==> src/rtl/mac_gated_tile_if.sv <==
// mac_gated_tile_if
//   Bus between the input pipeline (master) and the gated MAC tile (slave).
//   master drives : in_in, inst_in, q_zero, acc_clr
//   slave drives  : psum_out, valid_out, gated_cnt, w_zero
interface mac_gated_tile_if #(
    parameter int BW      = 8,
    parameter int LANES   = 8,
    parameter int PSUM_BW = 24,
    parameter int CNT_BW  = 16
);
    logic [BW*LANES-1:0] in_in;
    logic [1:0]          inst_in;
    logic [LANES-1:0]    q_zero;
    logic                acc_clr;
    logic [PSUM_BW-1:0]  psum_out;
    logic                valid_out;
    logic [CNT_BW-1:0]   gated_cnt;
    logic [LANES-1:0]    w_zero;

    modport master (
        output in_in, inst_in, q_zero, acc_clr,
        input  psum_out, valid_out, gated_cnt, w_zero
    );

    modport slave (
        input  in_in, inst_in, q_zero, acc_clr,
        output psum_out, valid_out, gated_cnt, w_zero
    );
endinterface

==> src/rtl/mac_gated_tile.sv <==
// mac_gated_tile
//   8-lane unsigned-activation x signed-weight dot product with zero gating,
//   two-stage pipeline feeding a saturating signed accumulator.
//   clk   : rising-edge clock
//   reset : asynchronous, active-low
//   bus   : mac_gated_tile_if.slave
//     in_in     activations (execute) / weights (load), byte i = lane i
//     inst_in   [1] execute, [0] load
//     q_zero    per-lane activation-zero flags
//     acc_clr   restart accumulation with this execute's dot product
//     psum_out  saturated signed partial sum
//     valid_out one-cycle pulse after an execute updates psum_out
//     gated_cnt saturating count of gated lane-operations
//     w_zero    zero mask of the stored weights
module mac_gated_tile #(
    parameter int BW      = 8,
    parameter int LANES   = 8,
    parameter int PSUM_BW = 24,
    parameter int CNT_BW  = 16
) (
    input  logic clk,
    input  logic reset,
    mac_gated_tile_if.slave bus
);
    localparam int PROD_W = 2 * BW + 1;
    localparam int DOT_W  = PROD_W + $clog2(LANES);
    localparam int SUM_W  = ((PSUM_BW > DOT_W) ? PSUM_BW : DOT_W) + 1;
    localparam int POP_W  = $clog2(LANES + 1);

    localparam logic signed [PSUM_BW-1:0] PSUM_MAX = {1'b0, {(PSUM_BW-1){1'b1}}};
    localparam logic signed [PSUM_BW-1:0] PSUM_MIN = {1'b1, {(PSUM_BW-1){1'b0}}};

    // A value fits PSUM_BW bits when all bits from the PSUM sign bit upward agree.
    function automatic logic signed [PSUM_BW-1:0] sat_psum(input logic signed [SUM_W-1:0] v);
        logic [SUM_W-PSUM_BW:0] hi;
        hi = v[SUM_W-1:PSUM_BW-1];
        if ((&hi) || (~|hi)) begin
            return v[PSUM_BW-1:0];
        end else if (v[SUM_W-1]) begin
            return PSUM_MIN;
        end else begin
            return PSUM_MAX;
        end
    endfunction

    logic                       exe_s;
    logic                       load_s;
    logic [BW-1:0]              weight_q [LANES];
    logic [LANES-1:0]           w_zero_q;
    logic [LANES-1:0]           gate_s;
    logic signed [PROD_W-1:0]   prod_s   [LANES];
    logic signed [PROD_W-1:0]   prod_q   [LANES];
    logic [LANES-1:0]           gate_q;
    logic                       exe_q;
    logic                       clr_q;
    logic [POP_W-1:0]           pop_s;
    logic [CNT_BW:0]            cnt_sum_s;
    logic [CNT_BW-1:0]          gated_cnt_d;
    logic [CNT_BW-1:0]          gated_cnt_q;
    logic signed [DOT_W-1:0]    dot_s;
    logic signed [SUM_W-1:0]    sum_s;
    logic signed [PSUM_BW-1:0]  psum_d;
    logic signed [PSUM_BW-1:0]  psum_q;
    logic                       valid_q;

    assign exe_s  = bus.inst_in[1];
    assign load_s = bus.inst_in[0];

    // Stage-1 combinational: gate mask, lane products and gated-lane popcount.
    always_comb begin
        pop_s = '0;
        for (int i = 0; i < LANES; i++) begin
            gate_s[i] = bus.q_zero[i] | w_zero_q[i];
            prod_s[i] = $signed({{(PROD_W-BW){1'b0}}, bus.in_in[i*BW +: BW]})
                      * $signed({{(PROD_W-BW){weight_q[i][BW-1]}}, weight_q[i]});
            pop_s     = pop_s + POP_W'(gate_s[i]);
        end
    end

    // Gated-operation counter increment, pinned at all-ones once it overflows.
    always_comb begin
        cnt_sum_s = {1'b0, gated_cnt_q} + (CNT_BW+1)'(pop_s);
        if (!exe_s) begin
            gated_cnt_d = gated_cnt_q;
        end else if (cnt_sum_s[CNT_BW]) begin
            gated_cnt_d = {CNT_BW{1'b1}};
        end else begin
            gated_cnt_d = cnt_sum_s[CNT_BW-1:0];
        end
    end

    // Weight store; loads land at this edge so a same-cycle execute still sees the old set.
    always_ff @(posedge clk or negedge reset) begin
        if (!reset) begin
            for (int i = 0; i < LANES; i++) begin
                weight_q[i] <= '0;
            end
            w_zero_q <= '0;
        end else if (load_s) begin
            for (int i = 0; i < LANES; i++) begin
                weight_q[i] <= bus.in_in[i*BW +: BW];
                w_zero_q[i] <= (bus.in_in[i*BW +: BW] == {BW{1'b0}});
            end
        end
    end

    // Stage-1 registers; a gated lane's product register keeps its old value.
    always_ff @(posedge clk or negedge reset) begin
        if (!reset) begin
            for (int i = 0; i < LANES; i++) begin
                prod_q[i] <= '0;
            end
            gate_q      <= '0;
            exe_q       <= 1'b0;
            clr_q       <= 1'b0;
            gated_cnt_q <= '0;
        end else begin
            for (int i = 0; i < LANES; i++) begin
                if (exe_s && !gate_s[i]) begin
                    prod_q[i] <= prod_s[i];
                end
            end
            if (exe_s) begin
                gate_q <= gate_s;
            end
            exe_q       <= exe_s;
            clr_q       <= bus.acc_clr;
            gated_cnt_q <= gated_cnt_d;
        end
    end

    // Stage-2 combinational: masked lane sum and next accumulator value.
    always_comb begin
        dot_s = '0;
        for (int i = 0; i < LANES; i++) begin
            if (!gate_q[i]) begin
                dot_s = dot_s + DOT_W'(prod_q[i]);
            end else begin
                dot_s = dot_s;
            end
        end
        if (clr_q) begin
            sum_s = SUM_W'(dot_s);
        end else begin
            sum_s = SUM_W'(psum_q) + SUM_W'(dot_s);
        end
        if (exe_q) begin
            psum_d = sat_psum(sum_s);
        end else if (clr_q) begin
            psum_d = '0;
        end else begin
            psum_d = psum_q;
        end
    end

    // Stage-2 registers: accumulator and its update strobe.
    always_ff @(posedge clk or negedge reset) begin
        if (!reset) begin
            psum_q  <= '0;
            valid_q <= 1'b0;
        end else begin
            psum_q  <= psum_d;
            valid_q <= exe_q;
        end
    end

    assign bus.psum_out  = psum_q;
    assign bus.valid_out = valid_q;
    assign bus.gated_cnt = gated_cnt_q;
    assign bus.w_zero    = w_zero_q;
endmodule

==> src/flat_wrapper.sv <==
// flat-port wrapper written by rule: the top's interface ports become plain ports
module mac_gated_tile_flat 
#(
    parameter int BW      = 8,
    parameter int LANES   = 8,
    parameter int PSUM_BW = 24,
    parameter int CNT_BW  = 16
)
  (clk, reset, bus_in_in, bus_inst_in, bus_q_zero, bus_acc_clr, bus_psum_out, bus_valid_out, bus_gated_cnt, bus_w_zero);
  mac_gated_tile_if #(.BW(BW), .LANES(LANES), .PSUM_BW(PSUM_BW), .CNT_BW(CNT_BW)) bus_i ();
  input  logic clk;
  input  logic reset;
  input wire logic [$bits(bus_i.in_in)-1:0] bus_in_in;
  input wire logic [$bits(bus_i.inst_in)-1:0] bus_inst_in;
  input wire logic [$bits(bus_i.q_zero)-1:0] bus_q_zero;
  input wire logic [$bits(bus_i.acc_clr)-1:0] bus_acc_clr;
  output wire logic [$bits(bus_i.psum_out)-1:0] bus_psum_out;
  output wire logic [$bits(bus_i.valid_out)-1:0] bus_valid_out;
  output wire logic [$bits(bus_i.gated_cnt)-1:0] bus_gated_cnt;
  output wire logic [$bits(bus_i.w_zero)-1:0] bus_w_zero;
  assign bus_i.in_in = bus_in_in;
  assign bus_i.inst_in = bus_inst_in;
  assign bus_i.q_zero = bus_q_zero;
  assign bus_i.acc_clr = bus_acc_clr;
  assign bus_psum_out = bus_i.psum_out;
  assign bus_valid_out = bus_i.valid_out;
  assign bus_gated_cnt = bus_i.gated_cnt;
  assign bus_w_zero = bus_i.w_zero;
  mac_gated_tile #(.BW(BW), .LANES(LANES), .PSUM_BW(PSUM_BW), .CNT_BW(CNT_BW)) u_core (.clk(clk), .reset(reset), .bus(bus_i));
endmodule
==> config.mk <==
export PLATFORM = sky130hd
export DESIGN_NAME = mac_gated_tile_flat
export DESIGN_NICKNAME = d
export VERILOG_FILES = /design/src/rtl/mac_gated_tile_if.sv /design/src/rtl/mac_gated_tile.sv /design/src/flat_wrapper.sv
export SDC_FILE = /design/constraint.sdc
export NUM_CORES = 2
export LEC_CHECK = 0
export BUFFER_PORTS_ARGS = -buffer_cell sky130_fd_sc_hd__clkbuf_2
export CORE_MARGIN = 1.5
export CORE_UTILIZATION = 55
export DETAILED_ROUTE_END_ITERATION = 16
export GPL_ROUTABILITY_DRIVEN = 0
export GPL_TIMING_DRIVEN = 0
export PLACE_DENSITY = 0.81
export SETUP_SLACK_MARGIN = 0.5
export SLEW_MARGIN = 20
export SYNTH_ARGS = -nofsm -noshare
export SYNTH_HDL_FRONTEND = slang
export SYNTH_SLANG_ARGS = --single-unit
==> constraint.sdc <==
create_clock -name clk -period 20.3 [get_ports clk]
set_input_delay 2.03 -clock clk [delete_from_list [all_inputs] [get_ports clk]]
set_output_delay 2.03 -clock clk [all_outputs]
set_load 0.02 [all_outputs]
==> results.json <==
{
  "yosys.area_share.simple": 0.177,
  "antenna_found_initial": 0,
  "syn_inst": 4308,
  "synth_fa_ha_area_frac": 0.339,
  "synth-compound-area-share": 0.153,
  "initial_utilization": 0.559,
  "fillers": 5600,
  "worst_r2r_path_depth": 69,
  "r2r-end": "u_core.bus.psum_out[15]",
  "synth_mux_area_frac": 0.0369,
  "ys_ff_latch": 259,
  "regArea_um2": 6480,
  "setup-violations-final": 0,
  "synth.distinct_cells": 91,
  "synth_top_area_frac": 0.175,
  "cp_common_cell": "ha_1",
  "cpMaxStageDelayCell": "xnor3_1",
  "die-area_um2": 68900,
  "critPathArrivalTime_ns": 16.65,
  "port-buffer-count": 78,
  "cap_violations": 0,
  "final_cell_mix": "inv_1 (553), ha_1 (509), nand2_1 (473)",
  "num_vias": 31100,
  "period_share": 0.799,
  "finClkSkew_ns": 0.0134,
  "min_path_cells": 2,
  "cts_inserted_buffers": 36,
  "hold_ws_ns": 0.486,
  "post-route-min-period_ns": 16.23,
  "async_reset_ff_frac": 1.00,
  "synth_edf_count": 0,
  "syn_avg_cell_area_um2": 8.59,
  "first_pass_iters": 5,
  "antenna_left": 0,
  "postCtsHoldBufs": 0,
  "routedWlPerCell_um": 17.9,
  "row_count": 94,
  "syn_to_final_growth_pct": 7.80,
  "rr_startpoint": "u_core.gate_q[0]",
  "slew_headroom": 0.268,
  "remaining_drc_errors": 0,
  "synth_top_cell_by_area": "dfrtp_1",
  "placedCellCount": 5253,
  "synth_area_leaders": "dfrtp_1 (18%), ha_1 (17%), fa_1 (17%)",
  "cts_resized": 0,
  "grt_start_max_net_pins": 91,
  "diodes": 0,
  "cts-root-buf": "clkbuf_16",
  "hp-start": "u_core.prod_q[119]",
  "status": "completed",
  "cts_sinks": 259,
  "hold_path_end": "u_core.prod_q[119]",
  "cts_buffer_depth": 3,
  "drv_slew": 0,
  "viasPerCell": 5.84,
  "grt_usage": 0.277,
  "critPathMaxStageDelay_ns": 0.53,
  "h-tree-depth": 2,
  "cts_setup_buffers": 0,
  "syn_nets": 5203,
  "critPathLaunchType": "flop",
  "clkTransAtPathRegs_ns": 0.06,
  "worstMarginPinSlew_ns": 1.10,
  "crit_type": "flop to flop",
  "fin_tns_setup_ns": 0,
  "placed_area_um2": 38600,
  "die_x_um": 262,
  "finish.instance_area_um2": 39900,
  "multi_input_area_um2": 27900,
  "drtIter0Drc": 2777,
  "yosys_warnings": 0,
  "syn_area_um2": 37000,
  "rsz0062_at_grt": "no",
  "layout.cells.non_filler": 5316,
  "path_max_fanout": 10,
  "nets": 5322,
  "layout_commonest_cell": "inv_1",
  "grt_pass1_wl_um": 157000,
  "synth_top_family_by_area": "adder cells",
  "ys_seq_area_frac": 0.175,
  "worstSetupEndpointType": "flop",
  "io-pin-count": 126,
  "finalHoldViolations": 0,
  "coreArea_um2": 66200,
  "synth-xor-area-share": 0.0481,
  "die_h_um": 262,
  "finalWirelength_um": 94900,
  "grt_pass1_vias": 30900,
  "layout-drive-gt1-share": 0.0687,
  "cts_tree": "done",
  "grt-ovfl-total": 0,
  "dpl.hpwl_um": 74400,
  "fmax_ghz": 0.0616,
  "required_ns": 20.73,
  "yosys_most_used_dff": "dfrtp_1",
  "rrSetupSlack_ns": 4.07,
  "clk_latency_ns": 0.56,
  "worst_hold_path_type": "flop to flop"
}
## layout make-up
cell class / count / share of cell area
inverter: 557 / 0.0524
tap: 864 / 0.0271
timing repair buffer: 81 / 0.0121
multi-input combinational: 3351 / 0.699
sequential: 259 / 0.162
clock buffer: 44 / 0.0251
clock inverter: 19 / 0.00793
buffer: 141 / 0.0138
## cell families (layout without fill, tap and decap cells)
group,after synthesis,after routing
AND/OR/NAND/NOR,1343,1343
AO/OA/AOI/OAI,867,867
adder cells (fa/ha/maj),819,819
buffers and inverters,698,842
flip-flops,259,259
XOR/XNOR,200,200
multiplexers,122,122
## cells in the mapped netlist (all sizes together) (9+ instances only)
cell,n
o21bai,23
o211ai,18
o41ai,14
xor2,95
xnor2,103
a211oi,30
nor4,20
o31ai,29
and2,299
buf,14
or3,34
a311oi,9
fa,309
nor3,47
mux2i,16
nor2b,50
a21boi,27
nand3,45
a31oi,32
nor2,244
nand4,13
a21oi,180
dfrtp,259
clkbuf,127
a21o,84
a221o,15
a31o,11
nand2,473
inv,553
mux2,106
nand2b,67
or2,12
ha,509
and3,13
o21a,37
o21ai,264
## worst max-delay path: cells and delay by family, from the launching register on
family / cells / cell delay, ns
buffers and inverters: 4 / 1.05
adders and majority gates: 8 / 2.91
AOI/OAI and AO/OA: 32 / 6.82
xor gates and xnor gates: 8 / 2.00
and+or+nand+nor: 14 / 2.29
muxes: 3 / 0.62
DFF: 1 / 0.40
## state kept, by name (all words and copies together) (netlist names)
name and flops:
u_core.prod_q 136, u_core.exe_q 1, u_core.bus.gated_cnt 16, u_core.bus.psum_out 24, u_core.gate_q 8, u_core.bus.valid_out 1
u_core.clr_q 1, u_core.bus.w_zero 8, u_core.weight_q 64
## through the flow
stage          setup slack, ns   util
2_1_floorplan             6.66      -
3_3_place_gp              4.45  0.581
3_5_place_dp              4.44  0.583
4_1_cts                   4.32  0.603
5_1_grt                   3.22  0.603
6_report                  4.07  0.603
## worst max path at each step
stage                           startpoint                      end  slack [ns]  depth (start not counted)
after floorplan           u_core.gate_q[0]  u_core.bus.psum_out[14]        6.66                         69
after global placement    u_core.gate_q[0]  u_core.bus.psum_out[15]        4.45                         70
after detailed placement  u_core.gate_q[0]  u_core.bus.psum_out[15]        4.44                         70
after CTS                 u_core.gate_q[0]  u_core.bus.psum_out[15]        4.32                         70
after global routing      u_core.gate_q[0]  u_core.bus.psum_out[15]        3.22                         70
final                     u_core.gate_q[0]  u_core.bus.psum_out[15]        4.07                         69
## layer usage
layer / vias up / wire length (µm) / track usage
met3: 213 / 6960 / 0.0459
met4: 0 / 3350 / 0.0962
li1: 14700 / - / -
met2: 1106 / 43400 / 0.450
met1: 15000 / 41200 / 0.375
met5: - / 0 / 0
Power is left out: the tool's default activity adds up to more than one toggle a clock period on the data nets, which glitch-free logic cannot reach.
